==> config.mk <==
export PLATFORM = sky130hd
export DESIGN_NAME = pipe_stage_reg
export DESIGN_NICKNAME = d
export VERILOG_FILES = /design/src/rtl/pipe_pkg.sv /design/src/rtl/pipe_slot.sv /design/src/rtl/pipe_stage_reg.sv
export SDC_FILE = /design/constraint.sdc
export NUM_CORES = 1
export LEC_CHECK = 0
export CAP_MARGIN = 20
export CORE_ASPECT_RATIO = 2
export CORE_MARGIN = 2
export CORE_UTILIZATION = 47
export CTS_BUF_LIST = sky130_fd_sc_hd__clkbuf_4
export DETAILED_ROUTE_END_ITERATION = 12
export HOLD_SLACK_MARGIN = 0.08
export PLACE_DENSITY = 0.8
export SYNTH_ARGS = -nofsm -noshare
export SYNTH_HDL_FRONTEND = slang
export SYNTH_HIERARCHICAL = 1
export SYNTH_SLANG_ARGS = --single-unit
==> constraint.sdc <==
create_clock -name clk -period 1.48 [get_ports clk]
set_input_delay 0.222 -clock clk [delete_from_list [all_inputs] [get_ports clk]]
set_output_delay 0.222 -clock clk [all_outputs]
set_load 0.01 [all_outputs]
==> src/rtl/pipe_pkg.sv <==
// Shared types and per-boundary default widths for the pipeline stage registers.
package pipe_pkg;

  typedef enum logic [1:0] {
    StEmpty = 2'b00,
    StOne   = 2'b01,
    StFull  = 2'b10
  } stage_state_e;

  localparam int unsigned IF_ID_DATA_W  = 64;
  localparam int unsigned IF_ID_CTRL_W  = 2;
  localparam int unsigned ID_EX_DATA_W  = 111;
  localparam int unsigned ID_EX_CTRL_W  = 10;
  localparam int unsigned EX_MEM_DATA_W = 101;
  localparam int unsigned EX_MEM_CTRL_W = 6;
  localparam int unsigned MEM_WB_DATA_W = 69;
  localparam int unsigned MEM_WB_CTRL_W = 3;

  localparam int unsigned DEF_PERF_W = 16;

  localparam logic [ID_EX_CTRL_W-1:0] ID_EX_CTRL_BUBBLE = '0;

endpackage

==> src/rtl/pipe_slot.sv <==
// One data+ctrl+valid register. Load wins over clear; clear keeps data but restores the bubble ctrl.
module pipe_slot
  import pipe_pkg::*;
#(
  parameter int unsigned        DATA_W      = ID_EX_DATA_W,
  parameter int unsigned        CTRL_W      = ID_EX_CTRL_W,
  parameter logic [CTRL_W-1:0]  CTRL_BUBBLE = {CTRL_W{1'b0}}
) (
  input  logic              clk,
  input  logic              rst,
  input  logic              load,
  input  logic              clear,
  input  logic [DATA_W-1:0] load_data,
  input  logic [CTRL_W-1:0] load_ctrl,
  output logic              valid,
  output logic [DATA_W-1:0] data,
  output logic [CTRL_W-1:0] ctrl
);

  always_ff @(posedge clk) begin
    if (rst) begin
      valid <= 1'b0;
      data  <= '0;
      ctrl  <= CTRL_BUBBLE;
    end else if (load) begin
      valid <= 1'b1;
      data  <= load_data;
      ctrl  <= load_ctrl;
    end else if (clear) begin
      valid <= 1'b0;
      ctrl  <= CTRL_BUBBLE;
    end
  end

endmodule

==> src/rtl/pipe_stage_reg.sv <==
// Valid/ready pipeline stage register with a 2-entry skid, bubble insertion and flush.
// Optional STAGE_PERF_EN adds saturating bubble/stall counters.
module pipe_stage_reg
  import pipe_pkg::*;
#(
  parameter int unsigned        DATA_W      = ID_EX_DATA_W,
  parameter int unsigned        CTRL_W      = ID_EX_CTRL_W,
  parameter logic [CTRL_W-1:0]  CTRL_BUBBLE = {CTRL_W{1'b0}}
`ifdef STAGE_PERF_EN
  ,
  parameter int unsigned        PERF_W      = DEF_PERF_W
`endif
) (
  input  logic              clk,
  input  logic              rst,
  input  logic              in_valid,
  output logic              in_ready,
  input  logic [DATA_W-1:0] in_data,
  input  logic [CTRL_W-1:0] in_ctrl,
  input  logic              bubble,
  input  logic              flush,
  output logic              out_valid,
  input  logic              out_ready,
  output logic [DATA_W-1:0] out_data,
  output logic [CTRL_W-1:0] out_ctrl
`ifdef STAGE_PERF_EN
  ,
  output logic [PERF_W-1:0] bubble_cnt,
  output logic [PERF_W-1:0] stall_cnt
`endif
);

  stage_state_e state_q, state_d;
  logic         in_ready_q;

  logic              accept, send;
  logic [CTRL_W-1:0] in_ctrl_eff;

  logic              main_load, main_clear, main_from_skid;
  logic              skid_load, skid_clear;
  logic [DATA_W-1:0] main_load_data;
  logic [CTRL_W-1:0] main_load_ctrl;

  logic              skid_valid;
  logic [DATA_W-1:0] skid_data;
  logic [CTRL_W-1:0] skid_ctrl;
  logic              unused_skid_valid;

  assign unused_skid_valid = skid_valid;

  assign accept      = in_valid && in_ready_q;
  assign send        = out_valid && out_ready;
  assign in_ctrl_eff = bubble ? CTRL_BUBBLE : in_ctrl;

  always_comb begin
    state_d        = state_q;
    main_load      = 1'b0;
    main_clear     = 1'b0;
    main_from_skid = 1'b0;
    skid_load      = 1'b0;
    skid_clear     = 1'b0;
    if (flush) begin
      state_d    = StEmpty;
      main_clear = 1'b1;
      skid_clear = 1'b1;
    end else begin
      unique case (state_q)
        StEmpty: begin
          if (accept) begin
            state_d   = StOne;
            main_load = 1'b1;
          end
        end
        StOne: begin
          if (accept && send) begin
            main_load = 1'b1;
          end else if (accept) begin
            state_d   = StFull;
            skid_load = 1'b1;
          end else if (send) begin
            state_d    = StEmpty;
            main_clear = 1'b1;
          end
        end
        StFull: begin
          if (send) begin
            state_d        = StOne;
            main_load      = 1'b1;
            main_from_skid = 1'b1;
            skid_clear     = 1'b1;
          end
        end
        default: begin
          state_d    = StEmpty;
          main_clear = 1'b1;
          skid_clear = 1'b1;
        end
      endcase
    end
  end

  assign main_load_data = main_from_skid ? skid_data : in_data;
  assign main_load_ctrl = main_from_skid ? skid_ctrl : in_ctrl_eff;

  always_ff @(posedge clk) begin
    if (rst) begin
      state_q    <= StEmpty;
      in_ready_q <= 1'b1;
    end else begin
      state_q    <= state_d;
      in_ready_q <= (state_d != StFull);
    end
  end

  assign in_ready = in_ready_q;

  pipe_slot #(
    .DATA_W      (DATA_W),
    .CTRL_W      (CTRL_W),
    .CTRL_BUBBLE (CTRL_BUBBLE)
  ) u_main (
    .clk       (clk),
    .rst       (rst),
    .load      (main_load),
    .clear     (main_clear),
    .load_data (main_load_data),
    .load_ctrl (main_load_ctrl),
    .valid     (out_valid),
    .data      (out_data),
    .ctrl      (out_ctrl)
  );

  pipe_slot #(
    .DATA_W      (DATA_W),
    .CTRL_W      (CTRL_W),
    .CTRL_BUBBLE (CTRL_BUBBLE)
  ) u_skid (
    .clk       (clk),
    .rst       (rst),
    .load      (skid_load),
    .clear     (skid_clear),
    .load_data (in_data),
    .load_ctrl (in_ctrl_eff),
    .valid     (skid_valid),
    .data      (skid_data),
    .ctrl      (skid_ctrl)
  );

`ifdef STAGE_PERF_EN
  logic [PERF_W-1:0] bubble_cnt_q, stall_cnt_q;

  // A beat dropped by flush is not counted as an accepted bubble.
  always_ff @(posedge clk) begin
    if (rst) begin
      bubble_cnt_q <= '0;
      stall_cnt_q  <= '0;
    end else begin
      if (accept && bubble && !flush && (bubble_cnt_q != {PERF_W{1'b1}})) begin
        bubble_cnt_q <= bubble_cnt_q + 1'b1;
      end
      if (out_valid && !out_ready && (stall_cnt_q != {PERF_W{1'b1}})) begin
        stall_cnt_q <= stall_cnt_q + 1'b1;
      end
    end
  end

  assign bubble_cnt = bubble_cnt_q;
  assign stall_cnt  = stall_cnt_q;
`endif

endmodule

### Word level (Yosys, flattened, before mapping)

Index checks and enable logic that the tools add are counted.

| word-level totals | value |
|---|---|
| register bits after elaboration | 246 |
| bits in latches | 0 |
| input port bits | 127 |
| ROM bits | 0 |
| memories kept | 0 |
| bits in writable memories | 0 |

| cells by class | value |
|---|---|
| shift-type cells | 0 |
| reductions and logical operators | 8 |
| eq/ne operators | 3 |
| multipliers | 0 |
| div/mod/pow operators | 0 |
| mux-type cells | 32 |
| add/sub/neg operators | 0 |
| bitwise logic cells | 0 |
| $lt $le $gt $ge | 0 |

Operators by type and width:

| kind | number |
|---|---|
| 2-to-1 mux 111 bit | 1 |
| 2-to-1 mux 10 bit | 6 |
| 2-to-1 mux 1 bit | 15 |
| 2-to-1 mux 2 bit | 6 |
| one-hot mux 2 bit (3 select lines) | 1 |
| one-hot mux 1 bit (2 select lines) | 2 |
| nonzero test 2 bit | 2 |
| OR reduction 2 bit | 2 |
| logical AND 1 bit | 3 |
| one-hot mux 1 bit (3 select lines) | 1 |
| == test 2 x 1 -> 1 bit, second input constant | 1 |
| == test 2 bit, second input constant | 1 |
| zero test 2 bit | 1 |
| != test 2 bit, second input constant | 1 |

### Depth between registers and ports, before layout

Gate-level depths: netlist of run 1.

| depth | value |
|---|---|
| depth after elaboration | 8 |
| depth in mapped cells | 8 |

### By module

Netlist of run 1, hierarchy kept.

Modules (own cells, without submodules):

| module | instances | area each (um2) | cells each |
|---|---|---|---|
| pipe_slot | 2 | 4,479.3 | 408 |
| pipe_stage_reg | 1 | 1,796.7 | 166 |

### Worst setup path after synthesis of run 1

No wires, ideal clock.

| path | value |
|---|---|
| path type | reg2reg |
| from | register u_main.valid |
| to | register u_main.data[109] |
| stages on the path, launching flop included | 8 |
| period minus slack after synthesis | 1.652 ns |
| slack | -0.172 ns |
| arrival | 1.525 ns |
| setup time | 0.128 ns |
| cell sequence | dfxtp_1 > nand4b_2 > nor2_4 > buf_8 > buf_8 > mux2_1 > mux2i_1 > nor2_1 |

| on the way | value |
|---|---|
| word-level cells in the longest chain between the ends | 5 |

Ends and longest elaborated chain:

| what | RTL line | RTL |
|---|---|---|
| start, declared | pipe_slot.sv:15 | `output logic valid,` |
| start signal, assigned | pipe_slot.sv:22 | `valid <= 1'b0;` |
| start signal, assigned | pipe_slot.sv:26 | `valid <= 1'b1;` |
| start signal, assigned | pipe_slot.sv:30 | `valid <= 1'b0;` |
| logical AND 1 bit | pipe_stage_reg.sv:52 | `assign send = out_valid && out_ready;` |
| 2-to-1 mux 1 bit | pipe_stage_reg.sv:86 | `if (send) begin` |
| 2-to-1 mux 1 bit | pipe_stage_reg.sv:67 | `unique case (state_q)` |
| 2-to-1 mux 1 bit | pipe_stage_reg.sv:62 | `if (flush) begin` |
| 2-to-1 mux 111 bit | pipe_stage_reg.sv:102 | `assign main_load_data = main_from_skid ? skid_data : in_data;` |
| named net main_load_data[109] | pipe_stage_reg.sv:41 | `logic [DATA_W-1:0] main_load_data;` |
| end signal, assigned | pipe_slot.sv:27 | `data <= load_data;` |
| end, declared | pipe_slot.sv:16 | `output logic [DATA_W-1:0] data,` |

The timed path passes the listed nets, and every way through them passes these cells.
A chain may end at the register's enable or synchronous reset.

### Worst setup path after layout of run 1

| path | value |
|---|---|
| from | register state_q[1] |
| to | register u_main.data[100] |

| on the way | value |
|---|---|
| word-level cells in the longest chain between the ends | 4 |

Ends and longest elaborated chain:

| what | RTL line | RTL |
|---|---|---|
| start, declared | pipe_stage_reg.sv:33 | `stage_state_e state_q, state_d;` |
| start signal, assigned | pipe_stage_reg.sv:107 | `state_q <= StEmpty;` |
| start signal, assigned | pipe_stage_reg.sv:110 | `state_q <= state_d;` |
| == test 2 bit | pipe_stage_reg.sv:67 |  |
| 2-to-1 mux 1 bit | pipe_stage_reg.sv:67 |  |
| 2-to-1 mux 1 bit | pipe_stage_reg.sv:62 |  |
| 2-to-1 mux 111 bit | pipe_stage_reg.sv:102 |  |
| named net main_load_data[100] | pipe_stage_reg.sv:41 |  |

The timed path passes the listed nets, and every way through them passes these cells.

==> results by stage, run 1 <==
Run status:
- The flow ran to the end, but the final reports show violations.
- The checks that failed: setup timing.

Placed design:
- The area after detailed placement is 13800 um2.
- The pre-CTS setup slack is -662 ps.
- Routability-driven placement finished with a final weighted congestion of 0.825.
- The number of buffers added on ports is 249.
- The detailed placer's ending HPWL is 18100 um.

Worst setup path:
- The sort of element at the start of the critical path is a flop.
- In this run the worst path has a maximum fanout of 13.
- The cell at the slowest stage of the critical path is sky130_fd_sc_hd__dfxtp_4.
- The class of the most critical setup path is flop to flop.
- The category of the worst setup path capture point is a flop.
- The data arrival time at the worst-slack endpoint is 2360 ps.
- The largest stage delay on the critical path is 400 ps.
- The cell repeated most along the worst path is sky130_fd_sc_hd__buf_12.
- The required arrival time at the worst endpoint is 2020 ps.
- Walking the worst path, the cells encountered are nand4b_4 -> nor2_4 -> buf_12 -> buf_12 -> mux2_4 -> mux2i_1 -> nor2_1.

Synth:
- Synthesis produced 978 cells.
- The yosys synthesis warning count is 6.
- In this run the cell area of the synthesized design comes to 10700 um2.
- The synthesized net count is 1105.
- The mean instance size in the synthesized netlist is 11.0 um2.

Finish:
- In the final layout, the share of cells above drive strength 1 is 0.399.
- The area growth from synthesis to layout is 46.2%.
- The final non-filler cell area is 15700 um2.
- The final-layout fill cell count is 1638.
- The number of nets at the end of the flow is 1461.

Die:
- The overall die area is 24100 um2.
- The total I/O pin count is 250.
- The initial utilization of the core area, before any placement, comes to 0.476.
- The floorplan has 78 rows.
- The standard cell core area is 22500 um2.
- The y dimension of the die is 218 um.
- The die width is 111 um.

Clock tree:
- CTS saw 246 sinks.
- TritonCTS built the clock tree.
- The root buffer cell chosen for the clock tree is sky130_fd_sc_hd__clkbuf_4.
- The H-tree generated during clock tree synthesis spans 2 levels.
- The clock insertion delay at the later pin of the skew report is 680 ps.
- The total CTS buffers is 57.
- Counting along the longest clock path gives a buffer depth of 3.
- The clock edge transition at the registers on the reported setup and hold paths is 70 ps.

Power and ir drop:
- The areal power density over the cells is 916 nW/um2.
- The peak supply drop is 0.690 mV.
- The static leakage is 6.43 nW.

Global routing:
- The global-route wire length before repair is 43500 um.
- The number of antenna violations at the first check in global routing is 5.
- The leftover overflow at the end of global routing is 0.
- Across every metal layer, demand over resource in global routing totals 0.222.
- The largest net degree at the start of global routing is 101.
- The number of global-route vias before repair came to 8548.

Detailed routing:
- The detailed router placed 8513 vias in this run.
- The remaining number of nets flagged by the antenna check after routing is 0.
- Summed over all layers, the routed wires come to 30800 um.
- After the first detailed-routing iteration, the DRC count stood at 439.
- The wire length on met1 is 11100 um.
- The routed length on met3 is 1420 um.
- In the detailed route, the total length drawn on met2 is 17000 um.
- After detailed routing, the number of remaining DRC violations is 0.
- The highest layer used for signal routing is met4.
- The wire length per cell after detailed routing is 18.5 um.
- Dividing the detail-routed via count by the number of cells gives 5.13.
- The number of iterations in the first detailed-routing pass is 6.

STA:
- Adding up every negative setup slack in the final design gives -49760 ps.
- Static timing analysis puts the maximum clock frequency at 0.551 GHz.
- Setup repair after global routing could not meet its margin everywhere.
- The post-route clock period utilization is 1.23.
- The total count of max-transition violations in the final report is 0.
- Measured against its own limit, the worst slew margin works out to 0.705.
- The clock arrives with 26.0 ps of skew.
- The clock period minus worst slack is 1810 ps.
- The worst-case hold slack is 182 ps.
- The number of hold violations in the final report is 0.
- Setup violations remaining at the end of the flow were counted as 244.
- The slew at the pin with the worst max-slew slack is 442 ps.
- Across all setup checks in the final design, the least slack found is -334 ps.

Run:
- The number of max-cap violations is 0.

Worst hold path:
- The min-delay analysis places its worst path in the category input port to flop.
[report_power, final]
part           internal, W  switching (W)
registers          0.00684       0.000125
logic              0.00119       0.000873
clock network      0.00269        0.00264
total               0.0107        0.00364
[metal layers]
| metal | vias up | GRT usage |
|---|---|---|
| li1 | 4073 | - |
| met1 | 4094 | 0.227 |
| met2 | 266 | 0.420 |
| met3 | 80 | 0.0481 |
| met4 | 0 | 0.117 |
| met5 | - | 0 |
[state kept, by name, summed over array words and instances, names as in the netlist]
name,cells
u_skid/ctrl,10
state_q,2
u_skid/data,111
u_main/valid,1
u_main/ctrl,10
u_main/data,111
in_ready,1
[cell type report]
| type | instances | area (um2) | area share |
|---|---|---|---|
| Antenna cell | 4 | 10.0 | 0.000639 |
| Clock buffer | 88 | 661 | 0.0421 |
| Clock inverter | 12 | 46.3 | 0.00295 |
| Inverter | 20 | 75.1 | 0.00479 |
| Multi-Input combinational cell | 639 | 5550 | 0.354 |
| Sequential cell | 246 | 5010 | 0.320 |
| Tap cell | 280 | 350 | 0.0223 |
| Timing Repair Buffer | 370 | 3970 | 0.253 |
[stage by stage]
step	cells	utilization	total power, W
6_report	1659	0.695	0.0144
3_5_place_dp	1494	0.613	0.00890
5_1_grt	1659	0.695	0.0150
3_3_place_gp	1494	0.613	0.00887
4_1_cts	1623	0.649	0.0143
2_1_floorplan	978	-	0.00796
[path summary, 6_finish.rpt]
path                                                   start                       endpoint  slack [ps]  cells after the start
worst min register to register  u_main/data[26]$_SDFFE_PP0P_   u_main/data[26]$_SDFFE_PP0P_         480                      2
worst min-delay path                             in_data[62]   u_skid/data[62]$_SDFFE_PP0P_         180                      3
worst max-delay path                   state_q[1]$_SDFF_PP0_  u_main/data[100]$_SDFFE_PP0P_        -330                      7
worst max register to register         state_q[1]$_SDFF_PP0_  u_main/data[100]$_SDFFE_PP0P_        -330                      7
[cells in the final DEF (no fill, tap or decap), types with 20 or more instances in the layout]
cell                              instances
sky130_fd_sc_hd__mux2i_1                202
sky130_fd_sc_hd__buf_6                   33
sky130_fd_sc_hd__nor2_1                 222
sky130_fd_sc_hd__mux2_1                  43
sky130_fd_sc_hd__dfxtp_1                178
sky130_fd_sc_hd__buf_2                  121
sky130_fd_sc_hd__inv_1                   20
sky130_fd_sc_hd__dfxtp_2                 66
sky130_fd_sc_hd__clkdlybuf4s50_1        125
sky130_fd_sc_hd__buf_12                  33
sky130_fd_sc_hd__mux2_4                  77
sky130_fd_sc_hd__clkbuf_16               20
sky130_fd_sc_hd__clkbuf_4                88
[worst max-delay path: cells and delay by family, from the launching register on]
kind	cells	cell delay, ps
buffers and inverters	2	360
DFF	1	400
muxes	2	520
and+or+nand+nor	3	410
[what timing repair did]
| item | 4_1_cts | 5_1_grt |
|---|---|---|
| setup endpoints to repair | 365 | 249 |
| gates resized for setup | 601 | 146 |
| setup buffers | 19 | 15 |
| pin swaps | 8 | 18 |
| hold buffers | 1 | 0 |
| cloned | 9 | 21 |
| endpoints found under the hold margin | 208 | 0 |
Power figures use the tool's default switching activity.
==> run 2: changes to the inputs <==
- SETUP_SLACK_MARGIN: default -> 0.02
==> run 2 against run 1 <==
The flow still finishes with violations (setup timing). Count of clock-buffer cells in the layout shrank 8. Sequential share of layout area grew 1.4 points. Clock power shrank 5.1%. Global-route usage shrank 0.59 points. Setup slack gained 3.4 ps. Final cell count shrank 1.1%. Via count shrank 2.8%. Routed wire length shrank 5.0%.
==> results by stage, run 2 (synthesis gave the netlist of run 1 again) <==
Run status:
- The flow ran to the end, but the final reports show violations.
- The final reports fail on setup timing.

Finish:
- The end-of-flow core utilization is 0.667 (-0.0286).
- Leaving out fill and tap cells, the most frequent cells in the layout are 222 x sky130_fd_sc_hd__nor2_1, 216 x sky130_fd_sc_hd__mux2i_1, 172 x sky130_fd_sc_hd__dfxtp_1, 125 x sky130_fd_sc_hd__clkdlybuf4s50_1, 113 x sky130_fd_sc_hd__buf_2.
- The number of nets at the end of the flow is 1448 (-0.89%).
- The largest registers in the layout are u_main/data: 111 flops, u_skid/data: 111 flops.
- From synthesis to final layout, the design area changed by 40.2%.
- The share of post-route cells with drive strength above 1 came to 0.351 (-0.0478).
- The most common library cell in the layout ignoring fill and taps is sky130_fd_sc_hd__nor2_1.
- The final non-filler cell area came to 15000 um2 (-4.1%).

Die:
- The total I/O pin count is 250 (unchanged).
- The y dimension of the die is 218 um (unchanged).
- The standard cell core area is 22500 um2 (unchanged).
- The overall die area came to 24100 um2 (unchanged).
- The starting density of the core is 0.476 (unchanged).
- The number of placement rows is 78 (unchanged).
- The die width is 111 um (unchanged).

Global routing:
- The leftover overflow at the end of global routing is 0 (unchanged).
- The global-route wire length before repair is 42500 um (-2.2%).
- The global-route usage over all layers is 0.217 (-0.00590).
- The number of global-route vias before repair came to 8435 (-1.3%).
- The largest net degree at the start of global routing is 96 (-5.0%).
- The number of antenna violations at the first check in global routing came to 3 (-2).

Worst setup path:
- The setup path with the least slack is of type flop to flop.
- The largest driver fanout on the critical path is 17 (+4).
- The sort of element at the start of the critical path is a flop.
- The data arrival time at the worst-slack endpoint is 2370 ps (about the same).
- The required arrival time at the worst endpoint was 2040 ps (+20 ps).
- STA classifies the critical path endpoint as a flop.

STA:
- The maximum operating frequency was 0.552 GHz (+0.19%).
- The total count of max-transition violations in the final report is 0 (unchanged).
- The total setup violations reported at the end of the flow was 244 (unchanged).
- The slew at the pin with the worst max-slew slack was 411 ps (-30.6 ps).
- The minimum setup slack in the final design is -330 ps (+3.39 ps).
- The clock period minus worst slack is 1810 ps (-3.39 ps).
- The post-route clock skew is 69.4 ps (+43.4 ps).
- The worst-case hold slack came to 160 ps (-22.2 ps).
- Setup repair after global routing could not meet its margin everywhere.
- The post-route clock period utilization was 1.22 (-0.00229).
- The number of hold violations in the final report is 0 (unchanged).
- The headroom to the max-slew limit was 0.726 (+0.0204).

Run:
- The number of max-cap violations was 0 (unchanged).

Detailed routing:
- The remaining number of nets flagged by the antenna check after routing is 0 (unchanged).
- The sum of routed wire length over all layers is 29200 um (-5.0%).
- The number of iterations in the first detailed-routing pass is 6 (unchanged).
- The number of design rule violations left after detail routing was 0 (unchanged).
- The number of vias per cell after detailed routing was 5.04 (-1.7%).
- The wire length per cell after detailed routing is 17.8 um (-4.0%).
- The first-iteration detailed-routing DRC count is 295 (-33%).
- The routed via count is 8275 (-2.8%).

Placed design:
- The number of buffers added on ports came to 249 (unchanged).
- The area after detailed placement was 13900 um2 (+0.29%).
- The detailed placer's ending HPWL is 18400 um (+2.0%).
- The final estimated routing congestion in global placement is 0.806 (-2.3%).

Power and ir drop:
- The overall power consumption is 0.0140 W (-2.7%).
- The areal power density over the cells came to 930 nW/um2 (+1.5%).
- The peak supply drop was 0.580 mV (-16%).
- The static leakage is 6.04 nW (-6.1%).

Clock tree:
- The H-tree level count is 2 (unchanged).
- The clock sink count is 246 (unchanged).
- Clock tree synthesis selected as its root buffer the cell sky130_fd_sc_hd__clkbuf_4.
- The total CTS buffers came to 56 (-1.8%).
- The clock tree from TritonCTS is done.
- The number of buffers between clock root and the deepest sink is 3 (unchanged).
- The clock insertion delay at the later pin of the skew report is 710 ps (+30 ps).
- The clock edge transition at the registers on the reported setup and hold paths is 70 ps (about the same).

Worst hold path:
- In this run the worst hold path is classified as input port to flop.
run 2: changes by cell type in the layout (fill, tap and decap cells not counted), sizes merged:
cell    before  now
clkbuf     108   99
clkinv      10   12
buf        224  213
run 2: layout make-up:
type / count / area, um2
fill: 1753 / 7510
multi-input combinational: 639 / 5210
sequential: 246 / 5020
timing repair buffer: 358 / 3710
clock buffer: 80 / 601
tap: 280 / 350
inverter: 20 / 75.1
clock inverter: 14 / 53.8
antenna: 4 / 10.0
run 2: critical path: stages (launching register included):
cell and delay (ps):
sky130_fd_sc_hd__dfxtp_2 340, sky130_fd_sc_hd__nand4b_4 190, sky130_fd_sc_hd__nor2_4 160, sky130_fd_sc_hd__buf_12 170, sky130_fd_sc_hd__buf_12 180, sky130_fd_sc_hd__mux2_1 350
sky130_fd_sc_hd__mux2i_1 200, sky130_fd_sc_hd__nor2_1 60
run 2: timing repair:
action                     CTS  global route
hold buffers                 1             0
setup buffers               16             6
hold endpoints to repair    91             0
gates cloned                 3            19
pin swaps                    4             7
resized for setup          600            38
setup endpoints to repair  365           250
run 2: power breakdown:
part,switching [W],internal (W)
logic,0.000833,0.00111
clock network,0.00260,0.00246
registers,0.000129,0.00684
run 2: path summary, 6_finish.rpt:
kind,start,endpoint,slack [ps],cells past startpoint
worst max register to register,state_q[0]$_SDFF_PP0_,u_main/data[88]$_SDFFE_PP0P_,-330,7
worst min register to register,u_main/data[2]$_SDFFE_PP0P_,u_main/data[2]$_SDFFE_PP0P_,480,2
worst min-delay path,in_data[28],u_skid/data[28]$_SDFFE_PP0P_,160,3
worst max-delay path,state_q[0]$_SDFF_PP0_,u_main/data[88]$_SDFFE_PP0P_,-330,7
run 2: through the flow:
| stage | setup TNS, ps | instances | worst slack [ps] |
|---|---|---|---|
| floorplan | -9580 | 978 | -89.3 |
| global placement | -126930 | 1499 | -608 |
| detailed placement | -135020 | 1499 | -669 |
| CTS | -50070 | 1613 | -269 |
| global route | -69670 | 1640 | -391 |
| finish | -56240 | 1641 | -330 |
run 2: metal layers:
layer	up-vias	global-route usage	routed length (um)
li1	4040	-	-
met1	3940	0.217	10700
met2	231	0.408	15900
met3	64	0.0536	1550
met4	0	0.114	1130
met5	-	0	0
==> run 3: changes to the inputs <==
- CORE_UTILIZATION: 47 -> 44
==> run 3 against run 2 <==
The flow still finishes with violations (setup timing). Critical path depth is 1 higher. Core utilization decreased by 1.9 points. Power barely moved. Clock power shrank 0.8%. Setup slack improved by 3.4 ps. Non-clock buffer count is 5 higher. Via count is 0.98% higher. Die area up 6.6%. Flip-flop and latch count unchanged. Global-route usage increased by 0.60 points. Count of clock-buffer cells in the layout down 4. Critical path type unchanged. Largest cell class unchanged.
==> results by stage, run 3 (synthesis gave the netlist of run 1 again) <==
STA:
- The total count of max-transition violations in the final report is 0 (unchanged).
- The clock period minus worst slack is 1810 ps (-3.37 ps).
- The number of hold violations in the final report was 0 (unchanged).
- The slew at the pin with the worst max-slew slack is 454 ps (+42.8 ps).
- The maximum operating frequency is 0.553 GHz (+0.19%).
- The post-route clock skew is 16.6 ps (-52.8 ps).
- The post-route setup TNS is -48830 ps (+7410 ps).
- Setup repair after global routing could not meet its margin everywhere.
- The minimum setup slack in the final design is -327 ps (+3.37 ps).
- The worst-case hold slack is 172 ps (+11.5 ps).
- The post-route clock period utilization is 1.22 (-0.00228).
- The total setup violations reported at the end of the flow is 244 (unchanged).
- The headroom to the max-slew limit is 0.697 (-0.0285).

Worst setup path:
- The required arrival time at the worst endpoint is 2030 ps (about the same).
- The critical path starts at state_q[1]$_SDFF_PP0_.
- The critical path is of the flop to flop type.
- The cell at the slowest stage of the critical path is sky130_fd_sc_hd__dfxtp_4.
- The sort of element at the start of the critical path is a flop.
- The worst setup path is captured at a flop.
- The data arrival time at the worst-slack endpoint is 2360 ps (about the same).
- The largest driver fanout on the critical path is 7 (-10).
- The start of the worst register-to-register path is state_q[1]$_SDFF_PP0_.
- The register-to-register setup slack is -330 ps (about the same).
- Walking the worst path, the cells encountered are buf_4 -> nor4_4 -> buf_4 -> buf_12 -> buf_12 -> clkbuf_16 -> mux2i_1 -> nor2_1.
- The largest stage delay on the critical path is 380 ps (+30 ps).

Finish:
- Leaving out fill and tap cells, the most frequent cell in the layout is sky130_fd_sc_hd__nor2_1.
- The area growth from synthesis to final layout is 44.5%.
- The largest registers in the layout are u_main/data: 111 flops, u_skid/data: 111 flops.
- The final non-filler cell area is 15500 um2 (+3.0%).
- The number of nets at the end of the flow was 1452 (+0.28%).
- The number of cells in the finished layout apart from fillers is 1655 (+0.85%).
- The end-of-flow core utilization is 0.647 (-0.0193).
- In the layout the commonest cells are 222 x sky130_fd_sc_hd__nor2_1, 210 x sky130_fd_sc_hd__mux2i_1, 150 x sky130_fd_sc_hd__dfxtp_1, 125 x sky130_fd_sc_hd__clkdlybuf4s50_1, 88 x sky130_fd_sc_hd__dfxtp_2.
- The share of post-route cells with drive strength above 1 is 0.403 (+0.0522).
- The final-layout fill cell count is 1874 (+6.9%).

Placed design:
- The number of buffers added on ports is 249 (unchanged).
- The final estimated routing congestion in global placement came to 0.826 (+2.5%).
- The area after detailed placement is 13900 um2 (+0.32%).
- The cell count after placement is 1506 (+0.47%).
- The detailed placer's ending HPWL is 19100 um (+3.9%).

Die:
- The y dimension of the die is 225 um (+3.3%).
- The total I/O pin count was 250 (unchanged).
- The overall die area is 25700 um2 (+6.6%).
- The starting density of the core is 0.448 (-0.0274).
- The number of placement rows was 80 (+2.6%).
- The die width is 114 um (+3.2%).
- The standard cell core area is 23900 um2 (+6.1%).

Detailed routing:
- The number of iterations in the first detailed-routing pass came to 4 (-2).
- The remaining number of nets flagged by the antenna check after routing is 0 (unchanged).
- The first-iteration detailed-routing DRC count is 353 (+20%).
- The wire length per cell after detailed routing is 18.2 um (+2.1%).
- The sum of routed wire length over all layers is 30100 um (+3.0%).
- The number of vias per cell after detailed routing is 5.05 (+0.12%).
- The routed via count is 8356 (+0.98%).
- The number of design rule violations left after detail routing came to 0 (unchanged).

Global routing:
- The global-route usage over all layers is 0.223 (+0.00602).
- The leftover overflow at the end of global routing is 0 (unchanged).
- The largest net degree at the start of global routing was 99 (+3.1%).
- The global-route wire length before repair is 45100 um (+6.1%).
- The number of antenna violations at the first check in global routing is 4 (+1).
- The number of global-route vias before repair is 8810 (+4.4%).

Clock tree:
- The root buffer cell chosen for the clock tree is sky130_fd_sc_hd__clkbuf_4.
- The H-tree level count is 2 (unchanged).
- The total CTS buffers came to 55 (-1.8%).
- The clock edge transition at the registers on the reported setup and hold paths was 70 ps (about the same).
- TritonCTS built the clock tree.
- The clock sink count came to 246 (unchanged).
- The number of buffers between clock root and the deepest sink is 3 (unchanged).
- The clock insertion delay at the later pin of the skew report is 690 ps (-20 ps).

Run status:
- The final reports fail on setup timing.
- The run finished, with violations left.

Run:
- The number of max-cap violations is 0 (unchanged).

Power and ir drop:
- The areal power density over the cells was 903 nW/um2 (-2.9%).
- The peak supply drop is 0.728 mV (+25%).
- The static leakage is 6.25 nW (+3.5%).

Worst hold path:
- The kind of path behind the tightest hold check is input port to flop.
- The worst hold path begins at in_data[16].
-- run 3: cell types whose count changed in the layout (fill, tap and decap cells not counted), moves of 6 or more --
cell / previous run / this run
sky130_fd_sc_hd__mux2i_2: 6 / 12
sky130_fd_sc_hd__buf_12: 32 / 45
sky130_fd_sc_hd__dfxtp_2: 71 / 88
sky130_fd_sc_hd__dfxtp_1: 172 / 150
sky130_fd_sc_hd__mux2_4: 16 / 70
sky130_fd_sc_hd__mux2_2: 31 / 22
sky130_fd_sc_hd__buf_2: 113 / 81
sky130_fd_sc_hd__mux2i_1: 216 / 210
sky130_fd_sc_hd__buf_4: 31 / 40
sky130_fd_sc_hd__buf_6: 23 / 50
sky130_fd_sc_hd__clkbuf_16: 18 / 8
sky130_fd_sc_hd__mux2_1: 74 / 29
-- run 3: timing repair --
| item | in CTS | in global routing |
|---|---|---|
| hold buffers | 1 | 0 |
| pin swaps | 4 | 14 |
| setup buffers | 24 | 15 |
| gates cloned | 11 | 8 |
| endpoints found under the hold margin | 243 | 0 |
| resized for setup | 673 | 89 |
| endpoints found under the setup margin | 365 | 265 |
-- run 3: per-layer routing --
| layer | GRT usage | up-vias | routed length, um |
|---|---|---|---|
| li1 | - | 4056 | - |
| met1 | 0.224 | 3950 | 10800 |
| met2 | 0.405 | 264 | 16200 |
| met3 | 0.0455 | 84 | 1440 |
| met4 | 0.146 | 2 | 1640 |
| met5 | 0 | - | 13 |
-- run 3: power breakdown --
group	switching (W)	internal, W
combinational	0.000823	0.00116
clock	0.00265	0.00238
sequential	0.000138	0.00684
-- run 3: through the flow --
step | setup WS, ps | total power, W
after floorplan | -89.3 | 0.00797
after global placement | -623 | 0.00892
after detailed placement | -652 | 0.00896
after CTS | -249 | 0.0141
after global routing | -378 | 0.0147
final | -327 | 0.0140
-- run 3: worst max-delay path: cells and delay by family (launching register included) --
family / cells / cell delay (ps)
mux: 1 / 210
simple gates: 2 / 330
buf+inv: 5 / 750
flops: 1 / 380
-- run 3: final cells by class --
cell class                 instances  area (um2)  share of cell area
clock inverter                    21        85.1             0.00549
antenna                            3        7.51            0.000485
sequential                       246        5060               0.327
tap                              287         359              0.0232
clock buffer                      76         571              0.0368
multi-input combinational        639        5410               0.349
timing repair buffer             363        3910               0.253
inverter                          20        75.1             0.00485
-- run 3: worst paths after layout --
path | end | cells past startpoint
min | u_skid/data[16]$_SDFFE_PP0P_ | 3
min reg2reg | u_main/ctrl[1]$_SDFFE_PP0P_ | 2
max reg2reg | u_skid/data[88]$_SDFFE_PP0P_ | 8
max | u_skid/data[88]$_SDFFE_PP0P_ | 8
